$ cat src/rtl/hazard_scoreboard_pkg.sv
// Shared types for the decode-side hazard unit: shadow pipeline entry,
// forward-select encoding and register-address width helper.
package hazard_scoreboard_pkg;

    // Forward-select value meaning "take operand from the register file".
    localparam int FWD_RF = 0;

    // Shadow entries carry rd at a fixed width; narrower register
    // addresses are zero-extended into it (covers up to 256 registers).
    localparam int SHD_AW = 8;

    function automatic int reg_aw(input int n);
        return (n > 1) ? $clog2(n) : 1;
    endfunction

    typedef struct packed {
        logic              valid;
        logic [SHD_AW-1:0] rd;
        logic              wren;
        logic              mem_to_reg;
    } shadow_t;

endpackage

$ cat src/rtl/hazard_shadow_pipe.sv
// Shadow copy of destination info for the FWD_STAGES stages behind decode.
// Ports: i_push loads i_entry into stage 1 (else a bubble); o_entries[k] = stage k.
module hazard_shadow_pipe
    import hazard_scoreboard_pkg::*;
#(
    parameter int FWD_STAGES = 2
) (
    input  logic                     clk,
    input  logic                     rst,
    input  logic                     i_push,
    input  shadow_t                  i_entry,
    output shadow_t [FWD_STAGES:1]   o_entries
);

    shadow_t [FWD_STAGES:1] r_pipe;

    always_ff @(posedge clk or posedge rst) begin
        if (rst) begin
            r_pipe <= '0;
        end else begin
            r_pipe[1] <= i_push ? i_entry : '0;
            for (int k = 2; k <= FWD_STAGES; k++) begin
                r_pipe[k] <= r_pipe[k-1];
            end
        end
    end

    assign o_entries = r_pipe;

endmodule

$ cat src/rtl/hazard_scoreboard.sv
// Decode-side hazard unit: operand forwarding selects, load-use / long-op
// stall, busy scoreboard for one long op, saturating stall counter.
// Ports: id_* decode fields, flush, long_done/long_rd writeback;
// outputs fwd_a/fwd_b, should_stall, long_busy, stall_cycles.
module hazard_scoreboard
    import hazard_scoreboard_pkg::*;
#(
    parameter int NUM_REGS   = 32,
    parameter int FWD_STAGES = 2,
    parameter int LOAD_STAGE = 2,
    parameter int CNT_W      = 32,
    parameter int REG_AW     = reg_aw(NUM_REGS),
    parameter int SEL_W      = reg_aw(FWD_STAGES + 1)
) (
    input  logic              clk,
    input  logic              rst,
    input  logic              id_valid,
    input  logic [REG_AW-1:0] id_rs1,
    input  logic [REG_AW-1:0] id_rs2,
    input  logic              id_rs1_used,
    input  logic              id_rs2_used,
    input  logic [REG_AW-1:0] id_rd,
    input  logic              id_reg_wrenable,
    input  logic              id_mem_to_reg,
    input  logic              id_long_op,
    input  logic              flush,
    input  logic              long_done,
    input  logic [REG_AW-1:0] long_rd,
    output logic [SEL_W-1:0]  fwd_a,
    output logic [SEL_W-1:0]  fwd_b,
    output logic              should_stall,
    output logic              long_busy,
    output logic [CNT_W-1:0]  stall_cycles
);

    shadow_t [FWD_STAGES:1] w_ent;
    shadow_t                w_new;
    logic [FWD_STAGES:1]    w_live;
    logic                   w_issue;
    logic                   w_lu;
    logic                   w_raw;
    logic                   w_waw;
    logic                   w_struct;
    logic                   w_long_set;
    logic [NUM_REGS-1:0]    w_done_mask;
    logic [NUM_REGS-1:0]    w_set_mask;
    logic [NUM_REGS-1:0]    w_busy_eff;

    logic [NUM_REGS-1:0]    r_busy;
    logic                   r_pend;
    logic [CNT_W-1:0]       r_cnt;

    always_comb begin
        w_new            = '0;
        w_new.valid      = 1'b1;
        w_new.rd         = SHD_AW'(id_rd);
        w_new.wren       = id_reg_wrenable;
        w_new.mem_to_reg = id_mem_to_reg;
    end

    hazard_shadow_pipe #(
        .FWD_STAGES (FWD_STAGES)
    ) u_pipe (
        .clk       (clk),
        .rst       (rst),
        .i_push    (w_issue && !id_long_op),
        .i_entry   (w_new),
        .o_entries (w_ent)
    );

    // A writeback this cycle releases its register immediately.
    assign w_done_mask = long_done ? (NUM_REGS'(1) << long_rd) : '0;
    assign w_busy_eff  = r_busy & ~w_done_mask;

    always_comb begin
        fwd_a  = SEL_W'(FWD_RF);
        fwd_b  = SEL_W'(FWD_RF);
        w_lu   = 1'b0;
        w_live = '0;
        // Walk oldest to youngest so the youngest match is left standing.
        for (int k = FWD_STAGES; k >= 1; k--) begin
            w_live[k] = w_ent[k].valid && w_ent[k].wren &&
                        (w_ent[k].rd != '0);
            if (w_live[k] && id_rs1_used &&
                w_ent[k].rd == SHD_AW'(id_rs1)) begin
                fwd_a = SEL_W'(k);
                if (w_ent[k].mem_to_reg && k < LOAD_STAGE) w_lu = 1'b1;
            end
            if (w_live[k] && id_rs2_used &&
                w_ent[k].rd == SHD_AW'(id_rs2)) begin
                fwd_b = SEL_W'(k);
                if (w_ent[k].mem_to_reg && k < LOAD_STAGE) w_lu = 1'b1;
            end
        end
    end

    assign long_busy = (|r_busy) || r_pend;

    assign w_raw = (id_rs1_used && id_rs1 != '0 && w_busy_eff[id_rs1]) ||
                   (id_rs2_used && id_rs2 != '0 && w_busy_eff[id_rs2]);
    assign w_waw    = id_reg_wrenable && w_busy_eff[id_rd];
    assign w_struct = id_long_op && long_busy && !long_done;

    assign should_stall = id_valid && !flush &&
                          (w_lu || w_raw || w_waw || w_struct);

    assign w_issue    = id_valid && !should_stall && !flush;
    assign w_long_set = w_issue && id_long_op && id_reg_wrenable &&
                        (id_rd != '0);
    assign w_set_mask = w_long_set ? (NUM_REGS'(1) << id_rd) : '0;

    always_ff @(posedge clk or posedge rst) begin
        if (rst) begin
            r_busy <= '0;
            r_pend <= 1'b0;
            r_cnt  <= '0;
        end else begin
            // Clear then set: a same-register set wins.
            r_busy <= w_busy_eff | w_set_mask;
            // Long op with no tracked destination still occupies the unit.
            if (w_issue && id_long_op && !w_long_set) r_pend <= 1'b1;
            else if (long_done)                      r_pend <= 1'b0;
            if (should_stall && r_cnt != '1) r_cnt <= r_cnt + CNT_W'(1);
        end
    end

    assign stall_cycles = r_cnt;

endmodule

$ cat config.mk
export PLATFORM = sky130hd
export DESIGN_NAME = hazard_scoreboard
export DESIGN_NICKNAME = d
export VERILOG_FILES = /design/src/rtl/hazard_scoreboard_pkg.sv /design/src/rtl/hazard_shadow_pipe.sv /design/src/rtl/hazard_scoreboard.sv
export SDC_FILE = /design/constraint.sdc
export NUM_CORES = 1
export LEC_CHECK = 0
export CELL_PAD_IN_SITES_DETAIL_PLACEMENT = 2
export CELL_PAD_IN_SITES_GLOBAL_PLACEMENT = 2
export CORE_MARGIN = 3
export CORE_UTILIZATION = 31
export DETAILED_ROUTE_END_ITERATION = 16
export PLACE_DENSITY = 0.83
export SLEW_MARGIN = 5
export SYNTH_ARGS = -nofsm -noshare
export SYNTH_HDL_FRONTEND = slang
export SYNTH_SLANG_ARGS = --single-unit
export TNS_END_PERCENT = 100
$ cat constraint.sdc
create_clock -name clk -period 4.3 [get_ports clk]
set_input_delay 0.86 -clock clk [delete_from_list [all_inputs] [get_ports clk]]
set_output_delay 0.86 -clock clk [all_outputs]
set_load 0.05 [all_outputs]
### Word-level counts from Yosys, hierarchy flattened

Cells that the tools add are included.

* add/subtract/negate cells: 1
* $mul: 0
* divide/modulo/power cells: 0
* magnitude comparators: 3
* equal/unequal tests: 5
* shift-type cells: 2
* mux-type cells: 19
* bitwise operators: 3
* reduce and logical (&&, ||, !) cells: 46

Operators with widths (number)
* two-way mux 32 bit: 2
* << shifter 1 x 5 -> 32 bit, first input constant: 2
* adder 32 x 1 -> 32 bit, second input constant: 1
* AND 32 bit: 1
* equality test 8 x 5 -> 1 bit: 4
* != test 32 bit, second input constant: 1
* inverter 32 bit: 1
* OR 32 bit: 1
* OR reduction 32 bit: 1
* logical AND 1 bit: 29
* less-than comparator 5 x 6 -> 1 bit, second input constant: 3
* nonzero test 8 bit: 2
* binary-select mux 1 bit (select 5 bit): 3
* nonzero test 5 bit: 3
* two-way mux 11 bit: 1
* two-way mux 1 bit: 9
* two-way mux 2 bit: 4
* zero test 1 bit: 5
* logical OR 1 bit: 5
* nonzero test 2 bit: 1

* register bits after elaboration: 86
* latch bits: 0
* bits in writable memories: 0
* ROM bits: 0
* input bits: 30
* output and inout bits: 38
* logic and storage cells: 89
* memories kept: 0

### Depth between registers and ports, before layout

* depth in word-level cells: 21
* gate-level depth with buffers: 12
* mapped depth without buffers: 10

### Modules after synthesis

A second synthesis with hierarchy kept.

* cells, all modules: 583
* area total of the unflattened synthesis: 5562.8 um2

By module, submodules not included
* hazard_scoreboard: times used 1, cells each 548, area each 4928.5 um2, sequential area each 1626.6 um2
* hazard_shadow_pipe: times used 1, cells each 35, area each 634.4 um2, sequential area each 550.5 um2

### Worst setup path after synthesis

Ideal clock, no wire load.

* path kind: in2out
* from: input id_rs2[0]
* to: output should_stall
* arrival time: 3939 ps
* required time: 3440 ps
* setup slack: -499 ps
* stages on the path: 10
* buffers on the path: 2
* cells stage by stage: clkbuf_1 xnor2_1 nand4_1 nor3_1 o21a_1 a21oi_1 nand4_1 nor4_4 buf_2 nor2_1

* word-level cells in the longest chain between the ends: 8

Ends and longest elaborated chain
* start, declared: RTL line hazard_scoreboard.sv:19 `input logic [REG_AW-1:0] id_rs2,`
* binary-select mux 1 bit (select 5 bit) or nonzero test 5 bit (tied branches): RTL line hazard_scoreboard.sv:100 `(id_rs2_used && id_rs2 != '0 && w_busy_eff[id_rs2]);`
* two-way mux 1 bit (implied by the code) or logical AND 1 bit (tied branches): RTL line hazard_scoreboard.sv:100
* logical AND 1 bit: RTL line hazard_scoreboard.sv:100
* logical OR 1 bit: RTL line hazard_scoreboard.sv:99 `assign w_raw = (id_rs1_used && id_rs1 != '0 && w_busy_eff[id_rs1]) ||`
* logical OR 1 bit (*) (3 in a row): RTL line hazard_scoreboard.sv:105 `(w_lu || w_raw || w_waw || w_struct);`
* logical AND 1 bit (*): RTL line hazard_scoreboard.sv:104 `assign should_stall = id_valid && !flush &&`
* end, declared: RTL line hazard_scoreboard.sv:31 `output logic should_stall,`

Mark *: on every way between the ends. The rest lies on a longest branch, timed or not. The select of a mux whose other input is x is not followed.

### Worst setup path after layout

* from: input id_rd[1]
* to: output should_stall

* word-level cells in the longest chain between the ends: 6

Ends and longest elaborated chain
* start, declared: RTL line hazard_scoreboard.sv:22 `input logic [REG_AW-1:0] id_rd,`
* binary-select mux 1 bit (select 5 bit): RTL line hazard_scoreboard.sv:101 `assign w_waw = id_reg_wrenable && w_busy_eff[id_rd];`
* two-way mux 1 bit (implied by the code): RTL line hazard_scoreboard.sv:101
* logical AND 1 bit: RTL line hazard_scoreboard.sv:101
* logical OR 1 bit (2 in a row): RTL line hazard_scoreboard.sv:105
* logical AND 1 bit: RTL line hazard_scoreboard.sv:104

Every way passes these cells. The select of a mux whose other input is x is not followed.

==> impl_metrics.toml <==
[outcome]
status = "finished, violations left"
violations = "negative setup slack"

[timing]
maxSlewHeadroom_pct = 38.9
fmax_mhz = 231
worst_slew_pin_slew_ns = 0.915
rsz0062_at_grt = "true"
fin_skew_ns = 0.00896
setup_tns_ns = -0.0288
period_needed_ns = 4.33
worst_slack_ns = -0.0288
timing.final.crit_share_pct = 101
setup_viol = 1
drv_slew = 0
hold_viol_final = 0

[floorplan]
die_h_um = 135
die_w_um = 135
start_util_pct = 32.2
ios = 68
die_area_mm2 = 0.0183
placeableCoreArea_mm2 = 0.0161
num_rows = 46

[route]
drc = 0
drtAntennaViolNets = 0
vias_per_cell = 6.25
firstDrtPassIters = 5
drtIter0Drc = 505
routed_wl_mm = 27.6
num_vias = 5935
avgRoutedWirePerCell_um = 29.0

[clock_network]
cts_buffers = 9
clock_latency_ns = 0.34
cts_tree = "built"
root_buffer = "clkbuf_16"
clk_pin_slew_ns = 0.06
cts_max_level = 3
cts_buffer_depth = 2
postCtsHoldBufs = 0
clkSinkCount = 80

[critical_path]
required_ns = 3.44
r2r_start = "r_busy[2]$_DFF_PP0_"
worst-path-max-fanout = 4
end_kind = "output port"
worstSetupPathType = "primary input to output port"
worstSetupStartpointType = "primary input"
crit_arrival_ns = 3.47
cp-startpoint = "id_rd[1]"

[run]
cap_viol_max_count = 0

[logic_synthesis]
yosysSeqAreaShare_pct = 38.6
syn-num-nets = 593
synth-edff-count = 0
synthArstFlopShare_pct = 100
ys_seq_elements = 80
synth_warnings = 0
syn_area_mm2 = 0.00519
ys.flop_type = "dfrtp_1"
yosysUniqueCellTypes = 66
syn-instance-count = 562
synth.avg_cell_area_um2 = 9.23

[placement]
detailed_place_hpwl_mm = 18.7
place_congestion = 1.00
port_buffers = 67
placed_cells = 913

[cells_and_area]
final_layout_size_suffix_gt1_share_pct = 28.7
utilization_pct = 47.0
num_antenna_cells = 0
area_growth_pct = 46.0
nets = 760
finalNonFillerCells = 950

[power_and_ir_drop]
peakVddDrop_mv = 0.302
power_leakage_uw = 0.00316
power.density_mw_per_mm2 = 316

[global_routing]
antenna_found_initial = 0
grt_max_degree = 39
grt_pass1_vias = 6481
grt_pass1_wl_mm = 40.2
grt_overflow_total = 0
grt.total_usage_pct = 29.0

[hold_path]
min_path_type = "flip-flop to flip-flop"
hp-start = "u_pipe.o_entries[1]$_DFF_PP0_"
-- sequential cells by signal, indices dropped and copies added, names as in the netlist --
signal / cells
r_pend: 1
stall_cycles: 32
u_pipe.o_entries: 15
r_busy: 32
-- stage by stage --
| step | hold WS, ns | worst slack [ns] | area, µm² | power, µW |
|---|---|---|---|---|
| floorplan | 0.374 | 0.00517 | 5200 | 1160 |
| global placement | 0.393 | -0.407 | 6810 | 1400 |
| detailed placement | 0.392 | -0.588 | 6810 | 1430 |
| CTS | 0.406 | 0.0000653 | 7390 | 2370 |
| global route | 0.419 | -0.130 | 7580 | 2480 |
| finish | 0.409 | -0.0288 | 7580 | 2390 |
-- routing by layer --
| metal | GRT usage, % | wire (µm) | vias to the layer above | part of all wire, % |
|---|---|---|---|---|
| li1 | - | - | 2445 | - |
| met3 | 6.54 | 1860 | 93 | 6.7 |
| met2 | 49.7 | 13700 | 340 | 50 |
| met5 | 0 | 0 | - | 0 |
| met4 | 12.5 | 1260 | 0 | 4.6 |
| met1 | 35.0 | 10700 | 3057 | 39 |
-- worst paths after layout --
path / cells past startpoint / slack (ns) / endpoint
worst max-delay path: 12 / -0.03 / should_stall
worst min-delay path: 0 / 0.41 / u_pipe.o_entries[12]$_DFF_PP0_
worst min register to register: 0 / 0.41 / u_pipe.o_entries[12]$_DFF_PP0_
worst max register to register: 12 / 0.50 / r_busy[3]$_DFF_PP0_
min in group asynchronous: 2 / 0.93 / r_busy[18]$_DFF_PP0_
max in group asynchronous: 3 / 2.57 / u_pipe.o_entries[13]$_DFF_PP0_
-- cell usage in the layout (no fill, tap or decap), types with 4 or more instances in the layout --
master             n
a21oi_1           12
and3_1             6
buf_12             4
buf_2              4
buf_4            110
buf_6             13
clkbuf_16          9
clkdlybuf4s50_1   52
dfrtp_1           80
inv_1             11
mux2i_1           14
mux4_2             7
nand2_1           24
nand2_2            4
nand2b_1          10
nand3_1           22
nand3b_1          13
nand4_1           21
nand4b_1           8
nor2_1            24
nor2b_1            7
nor3_1            21
nor3b_1            6
nor4_1            21
o211ai_1           9
o21a_1             6
o21ai_0           37
o21ai_1           11
o21ai_2            6
o31ai_1            8
or2_2              4
or3_1              6
xnor2_1           31
xor2_1            23
-- timing repair --
item | CTS | global route
pin swaps | 20 | 11
buffers inserted | 10 | 8
endpoints found under the hold margin | 0 | 0
gates resized for setup | 62 | 45
cloned | 3 | 0
setup endpoints to repair | 42 | 11
-- where the power goes --
| part | total, µW | internal [µW] | switching (µW) |
|---|---|---|---|
| sequential | 849 | 794 | 54.7 |
| clock | 899 | 569 | 331 |
| combinational | 646 | 254 | 392 |
| total | 2390 | 1620 | 778 |
-- area by class of cell --
class                      count  area (µm²)
clock inverter                 7         120
fill                        1677        8540
tap                          216         270
sequential                    80        2000
inverter                      14        57.6
multi-input combinational    433        3230
timing repair buffer         191        1680
clock buffer                   9         225
-- cell families (layout without fill, tap and decap cells) --
logic type	after synthesis	after routing	share of synthesized area, %
AND/OR/NAND/NOR	226	226	25.9
adder cells (fa/ha/maj)	1	1	0.241
AO/OA/AOI/OAI	126	126	15.6
XOR/XNOR	55	55	9.28
flip-flops	80	80	38.6
buffers and inverters	49	221	3.86
multiplexers	25	25	6.58
-- critical path, stage by stage --
cell	delay, ns
clkdlybuf4s15_1	0.27
nand2b_1	0.25
buf_4	0.18
o32ai_1	0.38
a21oi_1	0.18
a21oi_2	0.16
nor3_2	0.07
or4_4	0.50
nor4_4	0.21
buf_4	0.18
nor2_4	0.05
buf_8	0.16
-- Yosys cell counts (all sizes together) (2+ instances only) --
master | number | area, µm²
a2111oi | 5 | 43.8
a211o | 3 | 26.3
a21oi | 14 | 70.1
a31oi | 2 | 12.5
a32oi | 2 | 17.5
and2 | 2 | 12.5
and3 | 6 | 37.5
buf | 13 | 65.1
clkbuf | 22 | 82.6
clkinv | 2 | 7.51
dfrtp | 80 | 2000
inv | 12 | 45.0
mux2 | 3 | 33.8
mux2i | 15 | 150
mux4 | 7 | 158
nand2 | 28 | 110
nand2b | 11 | 68.8
nand3 | 24 | 130
nand3b | 13 | 97.6
nand4 | 21 | 131
nand4b | 8 | 70.1
nand4bb | 2 | 22.5
nor2 | 25 | 93.8
nor2b | 8 | 50.1
nor3 | 24 | 120
nor3b | 6 | 45.0
nor4 | 25 | 171
nor4bb | 3 | 30.0
o211a | 3 | 30.0
o211ai | 9 | 67.6
o21a | 6 | 45.0
o21ai | 56 | 280
o22ai | 3 | 18.8
o31ai | 9 | 72.6
o32ai | 2 | 17.5
or2 | 5 | 31.3
or3 | 6 | 37.5
or4 | 4 | 33.8
xnor2 | 31 | 272
xor2 | 24 | 210
Note: power is estimated with default switching activity, not from simulation.
==> RTL change 1, RTL diff (same flow settings) <==
`CNT_W`: 32 -> 36.
--- a/src/rtl/hazard_scoreboard.sv
+++ b/src/rtl/hazard_scoreboard.sv
@@ -8,7 +8,7 @@
     parameter int NUM_REGS   = 32,
     parameter int FWD_STAGES = 2,
     parameter int LOAD_STAGE = 2,
-    parameter int CNT_W      = 32,
+    parameter int CNT_W      = 36,
     parameter int REG_AW     = reg_aw(NUM_REGS),
     parameter int SEL_W      = reg_aw(FWD_STAGES + 1)
 ) (
Interface: changed (resized stall_cycles); port bits go from 68 to 72. The function was not compared with the original's and may differ.
==> RTL change 1 against the original RTL <==
Synthesized area rose by 3.3%; total power fell by 0.44%; sequential cell count rose by 4; setup slack improved by 110 ps; clock power barely moved; wire length fell by 11%; clock skew rose by 0.99 ps; cell area fell by 1.7%; critical path type unchanged; largest cell class unchanged; highest routed layer unchanged.
==> RTL change 1: results <==
[outcome]
status = finished, final reports clean

[power]
leakage_uw = 0.00310
ir_worst_vdd_uv = 306

[synth]
avgSynthCellArea_um2 = 9.32
yosys.cell_types.count = 72
yosys.area_share.adder = 0.00233
synth.mux.area_fraction = 0.0523
synth-compound-area-share = 0.160
synth_area_leaders = dfrtp_1 39%, xnor2_1 7.7%, nand3_1 3.0%, nand4_1 2.9%, o21ai_1 2.7%
synthesis.nets = 606
synth_xor_area_frac = 0.0947
synth_common_cells = 84 x dfrtp_1, 47 x xnor2_1, 32 x nand3_1
yosysSeqAreaShare = 0.392

[grt]
antenna_found_initial = 0
grt_pass1_wl_um = 37200
grt_usage = 0.262
grt_pass1_vias = 6198
grt_max_degree = 33

[placed_design]
port_buffers = 71
place_congestion = 0.942
postPlaceCellArea_mm2 = 0.00689
place_hpwl_um = 18300
dp_cells = 917

[drt]
totalWireLength_um = 24600
wl_per_cell_um = 26.3
drt_iter0_drc = 427
num_vias = 5560

[timing]
finClkSkew_ps = 9.95
max_slew_margin = 0.426

[clock_tree]
cts_root_buf = clkbuf_16

[finish]
fin_nets = 744
nFillCells = 1799
drive_gt1_frac = 0.223

[critical_path]
slowest_delay_ps = 380
crit_arrival_ps = 3360
slowest_stage = nor4b_4
-- RTL change 1: layout make-up --
cell class	instances	share of cell area
Multi-Input combinational cell	440	0.435
Sequential cell	84	0.282
Timing Repair Buffer	163	0.194
Tap cell	220	0.0370
Clock buffer	10	0.0307
Clock inverter	4	0.0133
Inverter	15	0.00773
-- RTL change 1: metrics by stage --
stage | setup WS [ps] | utilization | total power, uW
floorplan | 98.9 | - | 1200
global placement | -143 | 0.411 | 1440
detailed placement | -187 | 0.411 | 1460
CTS | 8.17 | 0.438 | 2390
global route | 0.431 | 0.444 | 2470
finish | 83.9 | 0.444 | 2380
-- RTL change 1: power breakdown --
part | leakage [uW] | internal (uW) | switching [uW]
Sequential | 0.00116 | 831 | 51.7
Clock | 0.000159 | 564 | 336
Combinational | 0.00178 | 233 | 367
-- RTL change 1: timing repair --
| action | in CTS | in global routing |
|---|---|---|
| buffers inserted | 3 | 2 |
| gates resized for setup | 29 | 20 |
| pin swaps | 6 | 5 |
| setup endpoints to repair | 1 | 1 |
-- RTL change 1: path summary, 6_finish.rpt --
| check | to | slack (ps) | depth (start not counted) | start |
|---|---|---|---|---|
| max in group asynchronous | u_pipe.o_entries[14] | 2690 | 3 | rst |
| min in group asynchronous | r_busy[19] | 820 | 2 | rst |
| min reg2reg | u_pipe.o_entries[12] | 380 | 0 | u_pipe.o_entries[1] |
| max reg2reg | r_busy[9] | 620 | 11 | r_busy[2] |
| max | should_stall | 80 | 13 | long_rd[4] |
| min | u_pipe.o_entries[12] | 380 | 0 | u_pipe.o_entries[1] |
-- RTL change 1: per-layer routing --
metal	GRT usage	wire (um)
met2	0.452	12200
met4	0.119	1170
met1	0.317	9980
met3	0.0475	1250
met5	0	0
==> RTL change 2, RTL diff (same settings) <==
Without the edit above. Reset style: synchronous (`rst`), changed in 2 clocked blocks.
--- a/src/rtl/hazard_shadow_pipe.sv
+++ b/src/rtl/hazard_shadow_pipe.sv
@@ -14,7 +14,7 @@
 
     shadow_t [FWD_STAGES:1] r_pipe;
 
-    always_ff @(posedge clk or posedge rst) begin
+    always_ff @(posedge clk) begin
         if (rst) begin
             r_pipe <= '0;
         end else begin
--- a/src/rtl/hazard_scoreboard.sv
+++ b/src/rtl/hazard_scoreboard.sv
@@ -109,7 +109,7 @@
                         (id_rd != '0);
     assign w_set_mask = w_long_set ? (NUM_REGS'(1) << id_rd) : '0;
 
-    always_ff @(posedge clk or posedge rst) begin
+    always_ff @(posedge clk) begin
         if (rst) begin
             r_busy <= '0;
             r_pend <= 1'b0;
Formal check against the unedited RTL: differs if rst is asserted again (counterexample within 4 cycles, from zero or initial values and one cycle with rst high); with rst held inactive, the same outputs for 4 cycles.
==> RTL change 2 against the original RTL <==
Total power fell by 21%; critical path type unchanged; synthesized area rose by 7.9%; count of clock-buffer cells in the layout did not move; highest routed layer unchanged; sequential cell count did not move; wire length fell by 9.4%; cell area fell by 3.4%; setup slack improved by 110 ps; largest power group unchanged.
==> RTL change 2: results <==
[timing]
finalCritPeriodShare = 0.982
max_slew_margin = 0.337
hold-worst-slack_ps = 473

[clock_tree]
post_cts_buffers = 0

[critical_path]
reg2reg_to = u_pipe.o_entries[2]
setup.worst_path.start = id_rs2[0]
crit_arrival_ps = 3360
r2r_setup_slack_ps = 900
slowest_stage = clkdlybuf4s50_1
r2r-start = r_busy[5]

[synth]
netlist_instances = 688
synth-compound-area-share = 0.192
synth_area_leaders = dfxtp_1 29%, mux2i_1 3.9%, o21ai_0 3.9%, mux2_2 3.8%, o211ai_1 3.5%
synth_common_cells = 80 x dfxtp_1, 48 x nand2_1, 44 x o21ai_0
async_flop_share = 0
synth_xor_area_frac = 0.0465

[finish]
fin_area_mm2 = 0.00732
fin_nets = 815

[power]
power_density_mw_per_mm2 = 258
clkPwrFrac = 0.424
leakage_uw = 0.00255
p_sw_uw = 558

[placed_design]
place_hpwl_um = 18200
place_congestion = 0.940
dpl_worst_slack_ps = -194
dp_cells = 992

[hold_path]
hold_start = u_pipe.o_entries[10]
min_path_cells = 1

[drt]
drt_iter0_drc = 373
wl_per_cell_um = 24.6

[outcome]
status = finished, final reports clean

[grt]
grt_pass1_vias = 6879
grt_usage = 0.250
-- RTL change 2: cell types whose count changed after synthesis, sizes merged, moves of 15 or more --
cell | unedited run | this run
nor2b | 8 | 24
dfxtp | 0 | 80
o211ai | 9 | 26
dfrtp | 80 | 0
xnor2 | 31 | 16
mux2 | 3 | 19
or4 | 4 | 19
nand2 | 28 | 50
-- RTL change 2: cell type report --
class                      count  share of cell area
inverter                      16             0.00820
clock inverter                 7              0.0106
tap                          225              0.0384
timing repair buffer         141               0.181
multi-input combinational    536               0.512
clock buffer                   9              0.0308
sequential                    80               0.219
-- RTL change 2: per-layer routing --
metal | track usage | wire (um) | up-vias | part of all wire
met5 | 0 | 0 | - | 0
met4 | 0.118 | 1060 | 0 | 0.042
met3 | 0.0560 | 1250 | 74 | 0.050
met2 | 0.426 | 12400 | 235 | 0.50
met1 | 0.298 | 10300 | 3122 | 0.41
li1 | - | - | 2793 | -
